`config.mk`:
```
export PLATFORM = sky130hd
export DESIGN_NAME = store_commit_ctrl
export DESIGN_NICKNAME = d
export VERILOG_FILES = /design/src/rtl/store_commit_ctrl_pkg.sv /design/src/rtl/store_commit_ctrl.sv
export SDC_FILE = /design/constraint.sdc
export NUM_CORES = 1
export LEC_CHECK = 0
export BUFFER_PORTS_ARGS = -buffer_cell sky130_fd_sc_hd__buf_2
export CAP_MARGIN = 20
export CORE_AREA = 3 3 142 144
export DETAILED_ROUTE_END_ITERATION = 8
export DIE_AREA = 0 0 145 147
export GPL_ROUTABILITY_DRIVEN = 0
export PLACE_DENSITY = 0.52
export SYNTH_ARGS = -nofsm -noshare
export SYNTH_HDL_FRONTEND = slang
export SYNTH_SLANG_ARGS = --single-unit
export TNS_END_PERCENT = 100
```
`constraint.sdc`:
```
create_clock -name clk -period 2.3 [get_ports clk]
set_input_delay 0.23 -clock clk [delete_from_list [all_inputs] [get_ports clk]]
set_output_delay 0.23 -clock clk [all_outputs]
set_load 0.03 [all_outputs]
```
`src/rtl/store_commit_ctrl_pkg.sv`:
```
// ---------------------------------------------------------------------------
// store_commit_ctrl_pkg : shared types and defaults for the store commit path
// Revision : 1.0
// ---------------------------------------------------------------------------
`default_nettype none

package store_commit_ctrl_pkg;

  localparam int SQ_SIZE_DEF      = 8;
  localparam int STARVE_LIMIT_DEF = 4;

  typedef enum logic [1:0] {
    NONE  = 2'd0,
    LOAD  = 2'd1,
    STORE = 2'd2
  } mem_cmd_t;

  typedef enum logic [1:0] {
    IDLE     = 2'd0,
    ST_ISSUE = 2'd1,
    LD_ISSUE = 2'd2,
    LD_WAIT  = 2'd3
  } ctrl_state_t;

endpackage

`default_nettype wire

```
`src/rtl/store_commit_ctrl.sv`:
```
// ---------------------------------------------------------------------------
// store_commit_ctrl : arbitrates one memory port between retired stores and loads
// Revision : 1.0
// ---------------------------------------------------------------------------
`default_nettype none

module store_commit_ctrl
  import store_commit_ctrl_pkg::*;
#(
  parameter int SQ_SIZE      = SQ_SIZE_DEF,
  parameter int STARVE_LIMIT = STARVE_LIMIT_DEF
) (
  input  logic        clk,
  input  logic        rst_n,
  input  logic        rt_store,
  input  logic [31:0] sq_head_addr,
  input  logic [63:0] sq_head_data,
  input  logic        ld_req,
  input  logic [31:0] ld_addr,
  input  logic [3:0]  mem_response,
  input  logic [3:0]  mem_tag,
  input  logic [63:0] mem_rdata,
  output mem_cmd_t    mem_cmd,
  output logic [31:0] mem_addr,
  output logic [63:0] mem_data,
  output logic        sq_rt_en,
  output logic        ld_gnt,
  output logic        ld_done,
  output logic [63:0] ld_data,
  output logic        store_pending
);

  localparam int CNT_W = $clog2(SQ_SIZE) + 1;
  localparam int STV_W = $clog2(STARVE_LIMIT + 1);
  localparam logic [CNT_W-1:0] CNT_FULL = CNT_W'(SQ_SIZE);
  localparam logic [STV_W-1:0] STV_MAX  = STV_W'(STARVE_LIMIT);

  ctrl_state_t      state;
  logic [CNT_W-1:0] pend_cnt;
  logic [STV_W-1:0] starve_cnt;
  logic [31:0]      ld_addr_q;
  logic [3:0]       ld_tag_q;

  logic pend_nonzero;
  logic pend_full;
  logic store_wins;

  assign pend_nonzero  = (pend_cnt != '0);
  assign pend_full     = (pend_cnt == CNT_FULL);
  assign store_pending = pend_nonzero;

  // A waiting store takes the port when loads are idle, it has been starved long enough, or the queue is full.
  assign store_wins = pend_nonzero &&
                      (!ld_req || (starve_cnt == STV_MAX) || pend_full);

  always_comb begin
    mem_cmd  = NONE;
    mem_addr = '0;
    mem_data = '0;
    sq_rt_en = 1'b0;
    ld_gnt   = 1'b0;
    ld_done  = 1'b0;
    ld_data  = '0;
    case (state)
      ST_ISSUE: begin
        mem_cmd  = STORE;
        mem_addr = sq_head_addr;
        mem_data = sq_head_data;
        sq_rt_en = (mem_response != 4'd0);
      end
      LD_ISSUE: begin
        mem_cmd  = LOAD;
        mem_addr = ld_addr_q;
        ld_gnt   = (mem_response != 4'd0);
      end
      LD_WAIT: begin
        if ((ld_tag_q != 4'd0) && (mem_tag == ld_tag_q)) begin
          ld_done = 1'b1;
          ld_data = mem_rdata;
        end
      end
      default: begin
      end
    endcase
  end

  always_ff @(posedge clk or negedge rst_n) begin
    if (!rst_n) begin
      pend_cnt <= '0;
    end else begin
      case ({rt_store, sq_rt_en})
        2'b10: if (!pend_full) pend_cnt <= pend_cnt + CNT_W'(1);
        2'b01: if (pend_nonzero) pend_cnt <= pend_cnt - CNT_W'(1);
        default: pend_cnt <= pend_cnt;
      endcase
    end
  end

  always_ff @(posedge clk or negedge rst_n) begin
    if (!rst_n) begin
      starve_cnt <= '0;
    end else if (sq_rt_en || !pend_nonzero) begin
      starve_cnt <= '0;
    end else if (ld_gnt && (starve_cnt != STV_MAX)) begin
      starve_cnt <= starve_cnt + STV_W'(1);
    end
  end

  always_ff @(posedge clk or negedge rst_n) begin
    if (!rst_n) begin
      state     <= IDLE;
      ld_addr_q <= '0;
      ld_tag_q  <= '0;
    end else begin
      case (state)
        IDLE: begin
          if (store_wins) begin
            state <= ST_ISSUE;
          end else if (ld_req) begin
            state     <= LD_ISSUE;
            ld_addr_q <= ld_addr;
          end
        end
        ST_ISSUE: if (sq_rt_en) state <= IDLE;
        LD_ISSUE: begin
          if (ld_gnt) begin
            ld_tag_q <= mem_response;
            state    <= LD_WAIT;
          end
        end
        LD_WAIT: if (ld_done) state <= IDLE;
        default: state <= IDLE;
      endcase
    end
  end

  // Retiring into a full queue without a same-cycle commit means the ROB overran the store queue.
  a_no_overflow : assert property (@(posedge clk) disable iff (!rst_n)
                                   !(rt_store && pend_full && !sq_rt_en));

endmodule

`default_nettype wire

```
==> metrics list <==
- The area growth from synthesis to layout is 65.8%.
- The total count of hold-check failures in the final report is 0.
- Buffers inserted during clock tree synthesis total 5.
- Max-cap violation count: 0
- Largest fanout on the critical path: 65
- Across all hold checks on the routed design, the worst slack comes to about 170 ps.
- Across every metal layer, demand over resource in global routing totals roughly 14%.
* Prevailing post-synth register cell: sky130_fd_sc_hd__dfrtp_1
- Summed over all cells, the static leakage comes to around 3.4 nW.
- Static timing analysis puts the maximum clock frequency at around 0.47 GHz.
- On the final layout, the worst clock skew is approximately 9.5 ps.
* Number of port buffers: 369
* Critical path class: flip-flop to output pin
- Number of enable flip-flop cells after synthesis: 0
- The wire-length estimate of the detail-placed layout is around 14000 um.
- Boundary pin count: 370
- The die is 145 um wide.
- RSZ-0062 raised after global routing: false
* Critical path required time: approximately 2100 ps
- For the worst flop-to-flop path, the logic depth is 9.
- DRT antenna net count: 0
- After synthesis, the share of flip-flops with an asynchronous set or reset is between 90% and 100%.
- DIE HEIGHT: ~150 um
- The flow ran to the end, and the final reports show no timing, DRC or antenna violations.
* Largest net degree at the start of global routing: just over 70
- Number of nets in the layout: ~950
* Initial Utilization: about a fifth
- After synthesis the netlist holds a flip-flop and latch count of 45.
- The detailed router finished its first iteration with around 160 violations.
- Fraction of layout instances using a drive strength above 1: 57.9%
* Net count after synthesis: 591
- Portion of the clock cycle consumed by the worst path in the final layout: between 90% and 100%
- In this run the worst setup path begins at ld_tag_q[1].
* Detailed-routing iteration count for the pre-antenna-repair pass: 4
* Worst reg2reg startpoint: state[1]
- Clock latency on the worst-skew pair: 280 ps
* TritonCTS clock tree: done
- Number of synthesis warnings: 0
- First-pass GRT wire length: approximately 24000 um
- Maximum VDD drop: about 0.37 mV
- Using the TritonRoute via totals, the vias-per-cell ratio works out to about 4.2.
* HP Start: ld_addr[25]
- Post-synthesis instance area: 0.00357 mm2
- Averaged over all synthesized cells, the footprint is around 9.4 um2.
- Critical Path Sink Type: output pin
- In this run the power density over the cells is 1170 mW/mm2.
- For the pin with the worst max-slew slack, the measured transition is between 600 and 700 ps.
- STA classifies the critical path startpoint as a flip-flop.
* Reg-to-reg setup timing slack: ~340 ps
* Area enclosed by the die boundary: about 0.021 mm2
- For the finished layout, the period the worst path requires is 2120 ps.
- In this run the tightest slew margin relative to its limit is between 50% and 60%.
- Cell depth of the worst hold path: 2
- DRC: 0
* Remaining global-route overflow: 0
* Depth of the CTS H-tree: 2
- In this run the core area contains 50 standard-cell rows.
- Antenna violations before repair: 1
* Number of global-route vias before repair: 4250
- Register area share after synthesis: between 30% and 40%
- Area inside the core boundary: 0.0188 mm2
- Root Driver: sky130_fd_sc_hd__clkbuf_16
- Endpoint of the worst hold-timing path: ld_addr_q[25]
* Type of the most critical hold path: input pin to flip-flop
- Count of cell types in the netlist: 39
* Setup TNS: 0 ps
- DR WL/cell: about 16 um
- Across all layers, the routed design uses ~4100 vias.
- The tree built by TritonCTS fans out to 45 sinks.
- The endpoint identified for the worst register-to-register timing path is pend_cnt[1].
- For this block, the routed nets add up to roughly 16000 um of wire.
* Gate Count Post-Synth: 378
* Clock transition time at the flip-flop clock pins of the worst setup and hold paths: around 60 ps
- Final slew viol count: 0
- Final setup viols: 0
- Worst Path Arrival: between 1500 and 2000 ps
* Maximum buffer depth of the clock tree: 2
-- worst max-delay path by stage --
| stage | cells after the start | end |
|---|---|---|
| after global routing | 6 | ld_data[23] |
| after floorplan | 6 | mem_addr[14] |
| after global placement | 9 | pend_cnt[1] |
| after detailed placement | 9 | pend_cnt[1] |
| final | 6 | ld_data[23] |
| after CTS | 6 | mem_addr[7] |
-- cell families (layout without fill, tap and decap cells) --
kind of cell	after synthesis	count (layout)	synth area share, %
AO/OA/AOI/OAI	55	55	12.2
adder cells (fa/ha/maj)	9	9	3.15
AND/OR/NAND/NOR	189	189	32.5
flip-flops	45	45	31.5
other	0	1	0
XOR/XNOR	7	7	1.72
multiplexers	35	35	14.1
buffers and inverters	38	396	4.87
-- metal layers --
layer	routed length, um	GRT usage (%)	vias up
met1	6410	17.0	1924
met4	196	2.95	0
li1	-	-	1984
met2	8060	25.6	217
met3	1560	5.18	13
met5	0	0	-
-- through the flow --
stage	std cells	power, mW	area [um2]	setup WS, ps	utilization, %
final	997	6.92	5920	184	31.4
after global routing	997	7.42	5920	31.7	31.4
after CTS	996	6.99	5910	97.2	31.4
after detailed placement	987	6.10	5730	349	30.4
after global placement	987	6.11	5730	353	30.4
after floorplan	378	4.84	3570	213	-
-- worst max-delay path, cell delays in order, from the launching register on --
cell and delay, ps:
sky130_fd_sc_hd__dfrtp_1 400, sky130_fd_sc_hd__xor2_1 180, sky130_fd_sc_hd__nor3_1 180, sky130_fd_sc_hd__o211a_1 230, sky130_fd_sc_hd__buf_12 220, sky130_fd_sc_hd__and2_1 170
sky130_fd_sc_hd__buf_2 200
-- layout by cell type, fill, tap and decap left out, drive strengths merged, types with 2 or more instances in the layout --
| cell | Yosys | layout |
|---|---|---|
| mux2 | 32 | 32 |
| nor2b | 32 | 32 |
| nand2 | 6 | 6 |
| o211ai | 3 | 3 |
| mux2i | 3 | 3 |
| xor2 | 5 | 5 |
| o21ai | 4 | 4 |
| clkbuf | 24 | 7 |
| and2 | 129 | 129 |
| dfrtp | 45 | 45 |
| inv | 8 | 8 |
| or4 | 3 | 3 |
| nand3 | 3 | 3 |
| nor3 | 6 | 6 |
| a22oi | 32 | 32 |
| a22o | 4 | 4 |
| buf | 6 | 379 |
| a21oi | 3 | 3 |
| xnor2 | 2 | 2 |
| ha | 9 | 9 |
| nor2 | 5 | 5 |
-- report_power, final --
part	internal (mW)	switching, mW
registers	1.19	0.308
logic	1.90	2.69
clock network	0.543	0.292
-- Yosys cell counts, types with 2 or more instances --
master	instances	area share, %
sky130_fd_sc_hd__and2_1	129	23
sky130_fd_sc_hd__dfrtp_1	45	32
sky130_fd_sc_hd__a22oi_1	32	6.7
sky130_fd_sc_hd__nor2b_1	32	5.6
sky130_fd_sc_hd__mux2_4	30	13
sky130_fd_sc_hd__clkbuf_1	24	2.5
sky130_fd_sc_hd__ha_1	9	3.2
sky130_fd_sc_hd__inv_1	8	0.84
sky130_fd_sc_hd__nand2_1	6	0.63
sky130_fd_sc_hd__nor3_1	6	0.84
sky130_fd_sc_hd__nor2_1	5	0.53
sky130_fd_sc_hd__xor2_1	5	1.2
sky130_fd_sc_hd__a22o_1	4	0.98
sky130_fd_sc_hd__buf_6	4	1.3
sky130_fd_sc_hd__o21ai_0	4	0.56
sky130_fd_sc_hd__a21oi_1	3	0.42
sky130_fd_sc_hd__mux2i_1	3	0.84
sky130_fd_sc_hd__nand3_1	3	0.42
sky130_fd_sc_hd__or4_1	3	0.63
sky130_fd_sc_hd__mux2_2	2	0.63
sky130_fd_sc_hd__o211ai_1	2	0.42
sky130_fd_sc_hd__xnor2_1	2	0.49
-- cell type report --
cell class                 count  area, um2
fill                        2061      12900
multi-input combinational    295       2280
timing repair buffer         380       1980
sequential                    45       1130
tap                          260        325
clock buffer                   7        143
clock inverter                 1       30.0
inverter                       8       30.0
antenna                        1       2.50
-- sequential cells by signal, summed over array words and instances (netlist names) --
register    cells
pend_cnt        4
ld_tag_q        4
starve_cnt      3
state           2
ld_addr_q      32
-- repair_timing --
| action | 4_1_cts | 5_1_grt |
|---|---|---|
| buffers inserted | 0 | 0 |
| hold endpoints to repair | 23 | 0 |
| hold buffers | 1 | 0 |
| setup endpoints to repair | 0 | 17 |
| resized for setup | 0 | 2 |
Note: power is estimated with default switching activity, not from simulation.
